$ cat config.mk
export PLATFORM = sky130hd
export DESIGN_NAME = ctrl_pipe
export DESIGN_NICKNAME = d
export VERILOG_FILES = /design/src/rtl/ctrl_pipe.sv
export SDC_FILE = /design/constraint.sdc
export NUM_CORES = 1
export LEC_CHECK = 0
export ABC_AREA = 1
export ABC_CLOCK_PERIOD_IN_PS = 1900
export BUFFER_PORTS_ARGS = -buffer_cell sky130_fd_sc_hd__buf_4
export CORE_MARGIN = 1.5
export CORE_UTILIZATION = 49
export CTS_BUF_LIST = sky130_fd_sc_hd__clkbuf_4 sky130_fd_sc_hd__clkbuf_8
export DETAILED_ROUTE_END_ITERATION = 7
export PLACE_DENSITY = 0.86
export SLEW_MARGIN = 0
export SYNTH_ARGS = -nofsm -noshare
export SYNTH_HDL_FRONTEND = slang
export SYNTH_SLANG_ARGS = --single-unit
$ cat constraint.sdc
create_clock -name clk_i -period 1.9 [get_ports clk_i]
set_input_delay 0.38 -clock clk_i [delete_from_list [all_inputs] [get_ports clk_i]]
set_output_delay 0.38 -clock clk_i [all_outputs]
set_load 0.05 [all_outputs]
$ cat src/rtl/ctrl_pipe.sv
// Control-side pipeline from ID to WB: carries the decoder bundle and register specifiers
// through ID/EX, EX/MEM and MEM/WB, detects load-use hazards and produces EX forward selects.
module ctrl_pipe #(
    parameter int REG_W  = 5,
    parameter int CTRL_W = 8
) (
    input  logic              clk_i,
    input  logic              rst_i,
    input  logic [CTRL_W-1:0] ctrl_i,
    input  logic [REG_W-1:0]  rs_i,
    input  logic [REG_W-1:0]  rt_i,
    input  logic [REG_W-1:0]  rd_i,
    input  logic              flush_i,
    output logic              pc_write_o,
    output logic              ifid_write_o,
    output logic              stall_o,
    output logic              ex_alusrc_o,
    output logic [1:0]        ex_aluop_o,
    output logic [REG_W-1:0]  ex_rs_o,
    output logic [REG_W-1:0]  ex_rt_o,
    output logic [REG_W-1:0]  ex_dst_o,
    output logic [1:0]        fwd_a_o,
    output logic [1:0]        fwd_b_o,
    output logic              mem_memread_o,
    output logic              mem_memwrite_o,
    output logic              mem_regwrite_o,
    output logic [REG_W-1:0]  mem_dst_o,
    output logic              wb_regwrite_o,
    output logic              wb_memtoreg_o,
    output logic [REG_W-1:0]  wb_dst_o
);

    localparam int B_REGWRITE = 7;
    localparam int B_MEMTOREG = 6;
    localparam int B_MEMREAD  = 5;
    localparam int B_MEMWRITE = 4;
    localparam int B_ALUSRC   = 3;
    localparam int B_REGDST   = 0;

    logic             ex_regwrite_reg, ex_memtoreg_reg, ex_memread_reg, ex_memwrite_reg;
    logic             ex_alusrc_reg;
    logic [1:0]       ex_aluop_reg;
    logic [REG_W-1:0] ex_rs_reg, ex_rt_reg, ex_dst_reg;

    logic             mem_regwrite_reg, mem_memtoreg_reg, mem_memread_reg, mem_memwrite_reg;
    logic [REG_W-1:0] mem_dst_reg;

    logic             wb_regwrite_reg, wb_memtoreg_reg;
    logic [REG_W-1:0] wb_dst_reg;

    logic             load_use;
    logic             stall;
    logic             bubble;
    logic [REG_W-1:0] id_dst;

    assign load_use = ex_memread_reg && (ex_rt_reg != '0) &&
                      ((ex_rt_reg == rs_i) || (ex_rt_reg == rt_i));
    // A squashed ID instruction cannot depend on anything, so flush suppresses the stall.
    assign stall    = load_use && !flush_i;
    assign bubble   = stall || flush_i;
    assign id_dst   = ctrl_i[B_REGDST] ? rd_i : rt_i;

    always_ff @(posedge clk_i) begin
        if (!rst_i) begin
            ex_regwrite_reg  <= 1'b0;
            ex_memtoreg_reg  <= 1'b0;
            ex_memread_reg   <= 1'b0;
            ex_memwrite_reg  <= 1'b0;
            ex_alusrc_reg    <= 1'b0;
            ex_aluop_reg     <= 2'b00;
            ex_rs_reg        <= '0;
            ex_rt_reg        <= '0;
            ex_dst_reg       <= '0;
            mem_regwrite_reg <= 1'b0;
            mem_memtoreg_reg <= 1'b0;
            mem_memread_reg  <= 1'b0;
            mem_memwrite_reg <= 1'b0;
            mem_dst_reg      <= '0;
            wb_regwrite_reg  <= 1'b0;
            wb_memtoreg_reg  <= 1'b0;
            wb_dst_reg       <= '0;
        end else begin
            if (bubble) begin
                ex_regwrite_reg <= 1'b0;
                ex_memtoreg_reg <= 1'b0;
                ex_memread_reg  <= 1'b0;
                ex_memwrite_reg <= 1'b0;
                ex_alusrc_reg   <= 1'b0;
                ex_aluop_reg    <= 2'b00;
                ex_rs_reg       <= '0;
                ex_rt_reg       <= '0;
                ex_dst_reg      <= '0;
            end else begin
                ex_regwrite_reg <= ctrl_i[B_REGWRITE];
                ex_memtoreg_reg <= ctrl_i[B_MEMTOREG];
                ex_memread_reg  <= ctrl_i[B_MEMREAD];
                ex_memwrite_reg <= ctrl_i[B_MEMWRITE];
                ex_alusrc_reg   <= ctrl_i[B_ALUSRC];
                ex_aluop_reg    <= ctrl_i[2:1];
                ex_rs_reg       <= rs_i;
                ex_rt_reg       <= rt_i;
                ex_dst_reg      <= id_dst;
            end
            mem_regwrite_reg <= ex_regwrite_reg;
            mem_memtoreg_reg <= ex_memtoreg_reg;
            mem_memread_reg  <= ex_memread_reg;
            mem_memwrite_reg <= ex_memwrite_reg;
            mem_dst_reg      <= ex_dst_reg;
            wb_regwrite_reg  <= mem_regwrite_reg;
            wb_memtoreg_reg  <= mem_memtoreg_reg;
            wb_dst_reg       <= mem_dst_reg;
        end
    end

    // Operand 0 is ALU A (rs), operand 1 is ALU B (rt); MEM result is newer, so it wins.
    logic [REG_W-1:0] ex_src   [2];
    logic [1:0]       fwd_sel  [2];

    assign ex_src[0] = ex_rs_reg;
    assign ex_src[1] = ex_rt_reg;

    generate
        for (genvar gi = 0; gi < 2; gi++) begin : g_fwd
            always_comb begin
                fwd_sel[gi] = 2'b00;
                if (mem_regwrite_reg && (mem_dst_reg != '0) && (mem_dst_reg == ex_src[gi]))
                    fwd_sel[gi] = 2'b10;
                else if (wb_regwrite_reg && (wb_dst_reg != '0) && (wb_dst_reg == ex_src[gi]))
                    fwd_sel[gi] = 2'b01;
            end
        end
    endgenerate

    assign fwd_a_o        = fwd_sel[0];
    assign fwd_b_o        = fwd_sel[1];
    assign stall_o        = stall;
    assign pc_write_o     = !stall;
    assign ifid_write_o   = !stall;
    assign ex_alusrc_o    = ex_alusrc_reg;
    assign ex_aluop_o     = ex_aluop_reg;
    assign ex_rs_o        = ex_rs_reg;
    assign ex_rt_o        = ex_rt_reg;
    assign ex_dst_o       = ex_dst_reg;
    assign mem_memread_o  = mem_memread_reg;
    assign mem_memwrite_o = mem_memwrite_reg;
    assign mem_regwrite_o = mem_regwrite_reg;
    assign mem_dst_o      = mem_dst_reg;
    assign wb_regwrite_o  = wb_regwrite_reg;
    assign wb_memtoreg_o  = wb_memtoreg_reg;
    assign wb_dst_o       = wb_dst_reg;

endmodule

Yosys cells after proc, flatten, opt, wreduce, memory -nomap -nowiden

Cells that the tools add are included.

Latch bits: 0
Logic and storage cells: 46
Output and inout port bits: 40
Memories kept: 0
Input port bits: 26
Memory bits (writable): 0
Register bits: 38
Bits in read-only memories: 0

Multipliers: 0
Bitwise logic cells: 1
Muxes and demuxes: 5
Eq/ne operators: 6
Divide/modulo/power cells: 0
Shifts and indexed selects: 0
Order comparisons: 0
Reduce and logical (&&, ||, !) cells: 17
Add/subtract/negate cells: 0

Operators with widths:

| cell                | count |
|---|---|
| $eq A5 B5 Y1        | 6 |
| $reduce_bool A5 Y1  | 3 |
| $logic_and A1 B1 Y1 | 9 |
| $mux W5             | 1 |
| $mux W2             | 2 |
| $logic_not A1 Y1    | 2 |
| $logic_or A1 B1 Y1  | 2 |
| $mux W1             | 2 |
| $reduce_or A2 Y1    | 1 |
| $not A1 Y1          | 1 |

Longest topological paths before layout

Gate-level depths: netlist of the first run.

Depth in word-level cells: 6
Gate-level depth with buffers: 11
Gate-level depth less buffers: 9

Worst setup path before layout of the first run

Ideal clock, no wire load.

Path kind: register to output
From: register ex_rt_reg[2] (netlist: ex_rt_o[2])
To: output fwd_b_o[0]
Data required time: 1.520 ns
Cell stages (with the launch flop): 6
Data arrival time: 2.768 ns
Path buffers: 1
Path slack: -1.248 ns
Path through: dfxtp_1 -> clkbuf_2 -> xnor2_1 -> nand4_1 -> nor3_1 -> nor2_1

Cells in the longest elaborated chain, start to end: 4
Elaborated cells on any way between the ends: 6
Classes of those cells: 2 x eq/ne; 2 x mux; 2 x reduce/logical

RTL lines:

| item                     | line | RTL |
|---|---|---|
| start: declaration       | 43   | `logic [REG_W-1:0] ex_rs_reg, ex_rt_reg, ex_dst_reg;` |
| start signal: assignment | 101  | `ex_rt_reg <= rt_i;` |
| $eq A5 B5 Y1             | 128  | `else if (wb_regwrite_reg && (wb_dst_reg != '0) && (wb_dst_reg == ex_src[gi]))` |
| $logic_and A1 B1 Y1      | 128  |  |
| $mux W1                  | 128  |  |
| $mux W2 (*)              | 126  | `if (mem_regwrite_reg && (mem_dst_reg != '0) && (mem_dst_reg == ex_src[gi]))` |
| end: declaration         | 23   | `output logic [1:0] fwd_b_o,` |

Mark *: on every way between the ends. The rest lies on a longest branch, timed or not.

Worst setup path in the final report of the first run

From: register ex_rs_reg[2] (netlist: ex_rs_o[2])
To: output fwd_a_o[0]

Cells in the longest elaborated chain, start to end: 4
Elaborated cells on any way between the ends: 6
Classes of those cells: 2 x eq/ne; 2 x mux; 2 x reduce/logical

RTL lines:

| item                     | line | RTL |
|---|---|---|
| start: declaration       | 43   |  |
| start signal: assignment | 100  | `ex_rs_reg <= rs_i;` |
| $eq A5 B5 Y1             | 128  |  |
| $logic_and A1 B1 Y1      | 128  |  |
| $mux W1                  | 128  |  |
| $mux W2 (*)              | 126  |  |
| end: declaration         | 22   | `output logic [1:0] fwd_a_o,` |

Marked as above.

==> flow_summary.ini, run 1 <==
[run_status]
outcome = finished, violations left
violations = negative setup slack

[cells_and_area]
fin_util = 0.798
area_growth_syn_to_layout_pct = 51.2
drive_above_1_share = 0.455
register_area_um2 = 813
n_fill_cell = 225
diodes = 0
final_nets = 315
stdcell_count = 334
multi_input_area_um2 = 759

[floorplanning]
core_area_um2 = 3100
die_w_um = 60.8
rows = 20
dieArea_um2 = 3700
num_io_pins = 66
initial_core_util = 0.528
die_h_um = 60.8

[sta]
tightest_slew_ps = 306
fin_crit_sh = 1.07
slew_violations = 0
max_freq_ghz = 0.491
setup_viol = 7
setup_slack_ps = -138
fin_skew_ps = 7.37
min_period_ps = 2040
rsz0062_at_grt = true
relSlewSlack = 0.796
hold_viol_final = 0

[drt]
route.detailed.drc = 0
avgRoutedWirePerCell_um = 11.6
drt-vias-per-instance = 4.53
postRouteAntennaNets = 0
firstDrtPassIters = 4
wl_um = 3860
num_vias = 1512
drt_iter0_drc = 38

[yosys]
syn_nets = 241
yosys-top-cells-area = dfxtp_1 46%, nand2_1 9.4%, inv_1 8.9%, xnor2_1 7.5%, nor2_1 7.1%
synth_commonest_cells = 41 x nand2_1, 39 x inv_1, 38 x dfxtp_1, 31 x nor2_1, 14 x xnor2_1
synth.distinct_cells = 23
synth_top_area_cell = dfxtp_1
yosysMostFrequentCell = nand2_1
yosysWarnings = 0
synth-async-reset-ratio = 0
synth_top_area_frac = 0.464
ys.flop_type = dfxtp_1
yosysSeqAreaShare = 0.464
synth_edf_count = 0
ys_ff_latch = 38
netlist_area_um2 = 1640
syn_inst = 215
avgSynthCellArea_um2 = 7.62

[clock_tree]
hold_buffers = 0
cts.reportedPaths.clkPinSlew_ps = 110
htreeDepth = 2
cts_sinks = 38
cts-root-buf = clkbuf_4
clockBufferDepth = 2
cts_made_buffers = 5
cts_tree = done
clk_latency_ps = 350

[critical_path]
crit_start = ex_rs_o[2]
cp.required_ps = 1520
crit_path_top_delay_cell = dfxtp_4
endpoint = fwd_a_o[0]
max_stage_delay_ps = 380
r2r-end = ex_dst_o[2]
critical_path.max_fanout = 3
path_cells = xor2_1, nor3_1, nand4_1, nor2_4, buf_8
start_kind = flip-flop
r2r-start = ex_rt_o[0]
crit_path_end_kind = output port
crit_arrival_ps = 1660
path_class = reg -> out
r2r_cells = 10
regToRegSetupSlack_ps = 450

[power]
leakage_nw = 1.35
ir_drop_v = 0.000484
powerDensity_nw_per_um2 = 632

[grt]
gr-total-overflow = 0
grt_max_degree = 23
grtUsageTotal = 0.221
grt_pass1_wl_um = 5810
grt_pass1_vias = 1416
antenna_found_initial = 0

[worst_hold_path]
min_path_type = in -> reg

[placed_design]
dp_cells = 315
gp_congestion = 0.819
io_buffer_count = 65
place_hpwl_um = 2660

[run]
cap_viol_max_count = 0
## critical path, delay by kind of cell, from the launching register on
family	cells	cell delay, ps
buf+inv	1	150
flops	1	380
simple gates	3	610
xor+xnor	1	160
## worst min path at each step
stage | startpoint | end | slack [ps] | cells past startpoint
CTS | ctrl_i[5] | ex_memread_reg | 230 | 3
global placement | ex_regwrite_reg | mem_regwrite_o | 390 | 2
finish | ctrl_i[7] | ex_regwrite_reg | 250 | 3
floorplan | ex_regwrite_reg | mem_regwrite_o | 390 | 2
detailed placement | ex_memtoreg_reg | mem_memtoreg_reg | 410 | 2
global route | ctrl_i[6] | ex_memtoreg_reg | 230 | 3
## stage by stage
step | hold slack, ps | setup slack (ps) | cell area (µm²) | setup TNS [ps] | power (mW)
after floorplan | 390 | -450 | 1750 | -701 | 1.06
after global placement | 392 | 104 | 2200 | 0 | 1.14
after detailed placement | 407 | 77.4 | 2200 | 0 | 1.14
after CTS | 231 | -141 | 2430 | -512 | 1.57
after global routing | 232 | -259 | 2480 | -1500 | 1.64
final | 246 | -138 | 2480 | -649 | 1.56
## timing repair
item,4_1_cts,5_1_grt
cloned,0,0
setup buffers,10,1
endpoints found under the setup margin,7,7
pin swaps,10,4
resized for setup,19,7
## layout by cell type (no fill, tap or decap), types with 3 or more instances in the layout
master,n
xor2_1,8
nor2_1,28
buf_8,4
clkbuf_4,6
inv_2,5
nor2_2,11
nand2_1,40
nand4_1,5
xnor2_1,8
inv_1,37
dfxtp_1,22
a21oi_1,5
buf_4,67
buf_6,4
xnor2_2,5
dfxtp_4,13
dfxtp_2,3
## kinds of logic after synthesis
kind of cell,synth area share
flops,0.464
simple gates,0.251
buf+inv,0.142
compound gates,0.0244
xor+xnor,0.118
## report_power, final
part,internal [mW],total [mW],switching (mW)
Combinational,0.128,0.313,0.186
Clock,0.155,0.409,0.254
Sequential,0.813,0.842,0.0293
## layer usage
layer	track usage	vias up	share of wire
li1	-	772	-
met1	0.232	666	0.39
met2	0.382	60	0.50
met3	0.0725	14	0.069
met4	0.130	0	0.036
met5	0	-	0
## final cells by class
class | instances | area share
Clock buffer | 6 | 0.0182
Clock inverter | 2 | 0.00404
Sequential cell | 38 | 0.328
Timing Repair Buffer | 76 | 0.254
Multi-Input combinational cell | 125 | 0.307
Tap cell | 44 | 0.0222
Inverter | 43 | 0.0667
(Power assumes the default switching activity.)
==> inputs of run 2 (changes only) <==
==> constraint.sdc (replaced) <==
create_clock -name clk_i -period 1.9 [get_ports clk_i]
set_input_delay 0.285 -clock clk_i [delete_from_list [all_inputs] [get_ports clk_i]]
set_output_delay 0.285 -clock clk_i [all_outputs]
set_load 0.05 [all_outputs]
==> run 2 against run 1 <==
Against the previous run:
- the run still ends with negative setup slack left
- utilization is 4.0 points lower
- final area shrank 5.1%
- die area unchanged
- sequential power about the same
- register-to-register slack worse by 30 ps
==> flow_summary.ini, run 2 (synthesis gave the netlist of run 1 again) <==
[cells_and_area]
n_fill_cell = 254
drive_above_1_share = 0.434
multi_input_area_um2 = 702
final_nets = 311
register_area_um2 = 795
diodes = 0
fin_util = 0.758
final_cell_mix = 66 x buf_4, 39 x nand2_1, 37 x inv_1
final_common_cell = buf_4
final_cell_area_um2 = 2350
area_growth_syn_to_layout_pct = 43.5

[floorplanning]
dieArea_um2 = 3700
die_w_um = 60.8
rows = 20
num_io_pins = 66
initial_core_util = 0.528
die_h_um = 60.8
core_area_um2 = 3100

[drt]
firstDrtPassIters = 4
drt_iter0_drc = 31
route.detailed.drc = 0
num_vias = 1493
avgRoutedWirePerCell_um = 11.1
wl_um = 3660
postRouteAntennaNets = 0
drt-vias-per-instance = 4.52

[run]
cap_viol_max_count = 0

[critical_path]
path_class = reg -> out
max_stage_delay_ps = 400
crit_path_top_delay_cell = dfxtp_4
crit_family = simple AND/OR/NAND/NOR gates
cp.required_ps = 1620
start_kind = flip-flop
crit_path_end_kind = output port
crit_buf_inv = 3
path_cells = nand2_2, inv_2, nor2_2, nor2_2, nand3_1, nand2_1, nand2_2, nor2_4, clkinvlp_4, buf_8
critical_path.max_fanout = 5
crit_arrival_ps = 1650

[placed_design]
place_area_um2 = 2190
gp_congestion = 0.827
io_buffer_count = 65
place_hpwl_um = 2710

[power]
ir_drop_v = 0.000674
leakage_nw = 1.31
powerDensity_nw_per_um2 = 675

[grt]
grt_pass1_vias = 1455
gr-total-overflow = 0
grtUsageTotal = 0.215
grt_pass1_wl_um = 5730
grt_max_degree = 23
antenna_found_initial = 0

[clock_tree]
clk_latency_ps = 340
cts_sinks = 38
cts-root-buf = clkbuf_4
htreeDepth = 2
cts_made_buffers = 5
hold_buffers = 0
cts_tree = done
clockBufferDepth = 2
cts.reportedPaths.clkPinSlew_ps = 110

[worst_hold_path]
min_path_type = in -> reg

[sta]
tightest_slew_ps = 308
relSlewSlack = 0.795
rsz0062_at_grt = true
fin_skew_ps = 6.84
slew_violations = 0
fin_crit_sh = 1.02
hold_viol_final = 0
setup_viol = 2
setup_slack_ps = -34.3
min_period_ps = 1930
max_freq_ghz = 0.517

[run_status]
outcome = finished, violations left
violations = negative setup slack
-- run 2: path summary, 6_finish.rpt --
path,to,cells past startpoint,from,slack (ps)
setup / recovery,pc_write_o,10,ex_rt_o[0],-30
hold / removal,ex_memread_reg,3,ctrl_i[5],150
hold reg to reg,mem_regwrite_o,2,ex_regwrite_reg,420
setup reg to reg,ex_dst_o[1],10,ex_rt_o[0],420
-- run 2: report_power, final --
group | internal (mW) | switching, mW
logic | 0.117 | 0.183
registers | 0.820 | 0.0252
clock network | 0.194 | 0.249
total | 1.13 | 0.457
-- run 2: per-stage QoR --
step	power, mW	instances	setup TNS [ps]	hold WS, ps	setup slack (ps)
global route	1.66	330	-471	129	-154
detailed placement	1.15	316	0	400	238
floorplan	1.06	215	-573	390	-355
global placement	1.15	316	0	392	268
CTS	1.60	330	-101	132	-38.1
finish	1.59	330	-65.6	148	-34.3
-- run 2: worst reg2reg max path, delay by kind of cell (launching register included) --
| family | cells | cell delay [ps] |
|---|---|---|
| AND/OR/NAND/NOR | 8 | 800 |
| flip-flops | 1 | 400 |
| buffers and inverters | 2 | 190 |
-- run 2: metal layers --
| metal | part of all wire | vias up | wire length (µm) | GRT usage |
|---|---|---|---|---|
| met1 | 0.40 | 656 | 1460 | 0.215 |
| met4 | 0.028 | 0 | 102 | 0.118 |
| met5 | 0 | - | 0 | 0 |
| met3 | 0.069 | 11 | 254 | 0.0746 |
| li1 | - | 766 | - | - |
| met2 | 0.50 | 60 | 1850 | 0.387 |
-- run 2: timing repair --
| action | 4_1_cts | 5_1_grt |
|---|---|---|
| endpoints found under the setup margin | 5 | 7 |
| setup buffers | 6 | 0 |
| gates resized for setup | 8 | 11 |
| pin swaps | 7 | 2 |
-- run 2: cell type report --
| type | instances | share of cell area |
|---|---|---|
| inverter | 43 | 0.0703 |
| clock buffer | 7 | 0.0250 |
| sequential | 38 | 0.338 |
| tap | 44 | 0.0234 |
| clock inverter | 1 | 0.00213 |
| timing repair buffer | 72 | 0.243 |
| multi-input combinational | 125 | 0.299 |
==> inputs of run 3 (changes only) <==
--- a/config.mk
+++ b/config.mk
@@ -6,13 +6,13 @@
 export NUM_CORES = 1
 export LEC_CHECK = 0
 export ABC_AREA = 1
-export ABC_CLOCK_PERIOD_IN_PS = 1900
+export ABC_CLOCK_PERIOD_IN_PS = 1600
 export BUFFER_PORTS_ARGS = -buffer_cell sky130_fd_sc_hd__buf_4
 export CORE_MARGIN = 1.5
-export CORE_UTILIZATION = 49
+export CORE_UTILIZATION = 45
 export CTS_BUF_LIST = sky130_fd_sc_hd__clkbuf_4 sky130_fd_sc_hd__clkbuf_8
 export DETAILED_ROUTE_END_ITERATION = 7
-export PLACE_DENSITY = 0.86
+export PLACE_DENSITY = 0.83
 export SLEW_MARGIN = 0
 export SYNTH_ARGS = -nofsm -noshare
 export SYNTH_HDL_FRONTEND = slang
==> constraint.sdc (replaced) <==
create_clock -name clk_i -period 1.6 [get_ports clk_i]
set_input_delay 0.24 -clock clk_i [delete_from_list [all_inputs] [get_ports clk_i]]
set_output_delay 0.24 -clock clk_i [all_outputs]
set_load 0.05 [all_outputs]
==> run 3 against run 2 <==
Against the previous run:
- the run still ends with negative setup slack left
- register-to-register slack got worse by 310 ps
- global-route usage down 1.2 points
- critical path depth fell by 1
- critical endpoint unchanged
==> flow_summary.ini, run 3 (synthesis gave the netlist of run 1 again) <==
[power]
total_power_mw = 1.86
powerDensity_nw_per_um2 = 743
leakage_nw = 1.36
ir_drop_v = 0.000598

[run_status]
outcome = finished, violations left
violations = negative setup slack

[sta]
tightest_slew_ps = 345
setup_slack_ps = -304
fin_skew_ps = 5.80
min_period_ps = 1900
slew_violations = 0
hold_viol_final = 0
relSlewSlack = 0.769
max_freq_ghz = 0.525
fin_crit_sh = 1.19
rsz0062_at_grt = true
setup_viol = 7
whs_ps = 99.2

[run]
cap_viol_max_count = 0

[clock_tree]
cts_tree = done
htreeDepth = 2
cts.reportedPaths.clkPinSlew_ps = 110
clockBufferDepth = 2
clk_latency_ps = 350
cts-root-buf = clkbuf_4
cts_sinks = 38
cts_made_buffers = 5

[cells_and_area]
final_common_cell = buf_4
diodes = 0
register_area_um2 = 813
area_growth_syn_to_layout_pct = 53.1
multi_input_area_um2 = 790
drive_above_1_share = 0.491
final_cell_mix = 69 x buf_4, 38 x inv_1, 35 x nand2_1
final_nets = 316
final_cell_area_um2 = 2510
stdcell_count = 337
fin_util = 0.734
n_fill_cell = 269

[floorplanning]
core_area_um2 = 3420
die_w_um = 63.3
die_h_um = 63.3
num_io_pins = 66
rows = 21
initial_core_util = 0.479
dieArea_um2 = 4010

[drt]
num_vias = 1519
drt_iter0_drc = 91
route.detailed.drc = 0
avgRoutedWirePerCell_um = 11.7
firstDrtPassIters = 4
postRouteAntennaNets = 0
wl_um = 3950
drt-vias-per-instance = 4.51

[grt]
grt_pass1_wl_um = 6290
grt_pass1_vias = 1503
gr-total-overflow = 0
antenna_found_initial = 0
grtUsageTotal = 0.203
grt_max_degree = 23

[placed_design]
gp_congestion = 0.815
dp_cells = 318
place_area_um2 = 2210
io_buffer_count = 65
place_hpwl_um = 2790

[critical_path]
critical_path.max_fanout = 5
r2r_cells = 10
cp.required_ps = 1360
crit_path_end_kind = output port
start_kind = flip-flop
path_class = reg -> out
crit_arrival_ps = 1660

[worst_hold_path]
min_path_type = in -> reg
worst_hold_path.num_cells = 3
-- run 3: layout make-up --
type                       instances  area share
inverter                          43      0.0659
clock buffer                       5      0.0150
clock inverter                     3     0.00649
multi-input combinational        125       0.315
tap                               46      0.0230
sequential                        38       0.324
timing repair buffer              77       0.250
-- run 3: worst max-delay path: stages (launching register included) --
cell	delay, ps
dfxtp_4	400
inv_2	50
buf_4	130
nand4_1	90
o21ai_1	60
inv_1	90
nand2_4	70
nor2_4	130
clkinvlp_4	130
buf_8	160
-- run 3: where the power goes --
| group | internal (mW) | switching (mW) | leakage, nW |
|---|---|---|---|
| Clock | 0.163 | 0.314 | 0.0286 |
| Combinational | 0.157 | 0.230 | 1.01 |
| Sequential | 0.967 | 0.0322 | 0.322 |
| Total | 1.29 | 0.576 | 1.36 |
-- run 3: what timing repair did --
action | in CTS | in global routing
endpoints found under the hold margin | 0 | 0
hold buffers | 0 | 0
pin swaps | 12 | 17
buffers inserted | 7 | 4
gates resized for setup | 16 | 19
endpoints found under the setup margin | 7 | 18
-- run 3: per-stage QoR --
step           TNS, ps  setup slack (ps)
6_report         -1560              -304
5_1_grt          -2330              -421
4_1_cts          -1580              -312
3_5_place_dp     -4.41             -3.96
3_3_place_gp         0              60.8
2_1_floorplan    -1280              -610
-- run 3: worst paths after layout --
kind,from,endpoint,slack [ps]
min,ctrl_i[6],ex_memtoreg_reg,100
max reg2reg,ex_rt_o[2],ex_rt_o[2],110
max,ex_rt_o[2],pc_write_o,-300
min reg2reg,ex_regwrite_reg,mem_regwrite_o,420
-- run 3: layer usage --
metal | global-route usage | vias up | wire, µm
met4 | 0.0842 | 0 | 25
met3 | 0.0714 | 4 | 279
li1 | - | 773 | -
met5 | 0 | - | 0
met2 | 0.370 | 51 | 2090
met1 | 0.210 | 691 | 1560
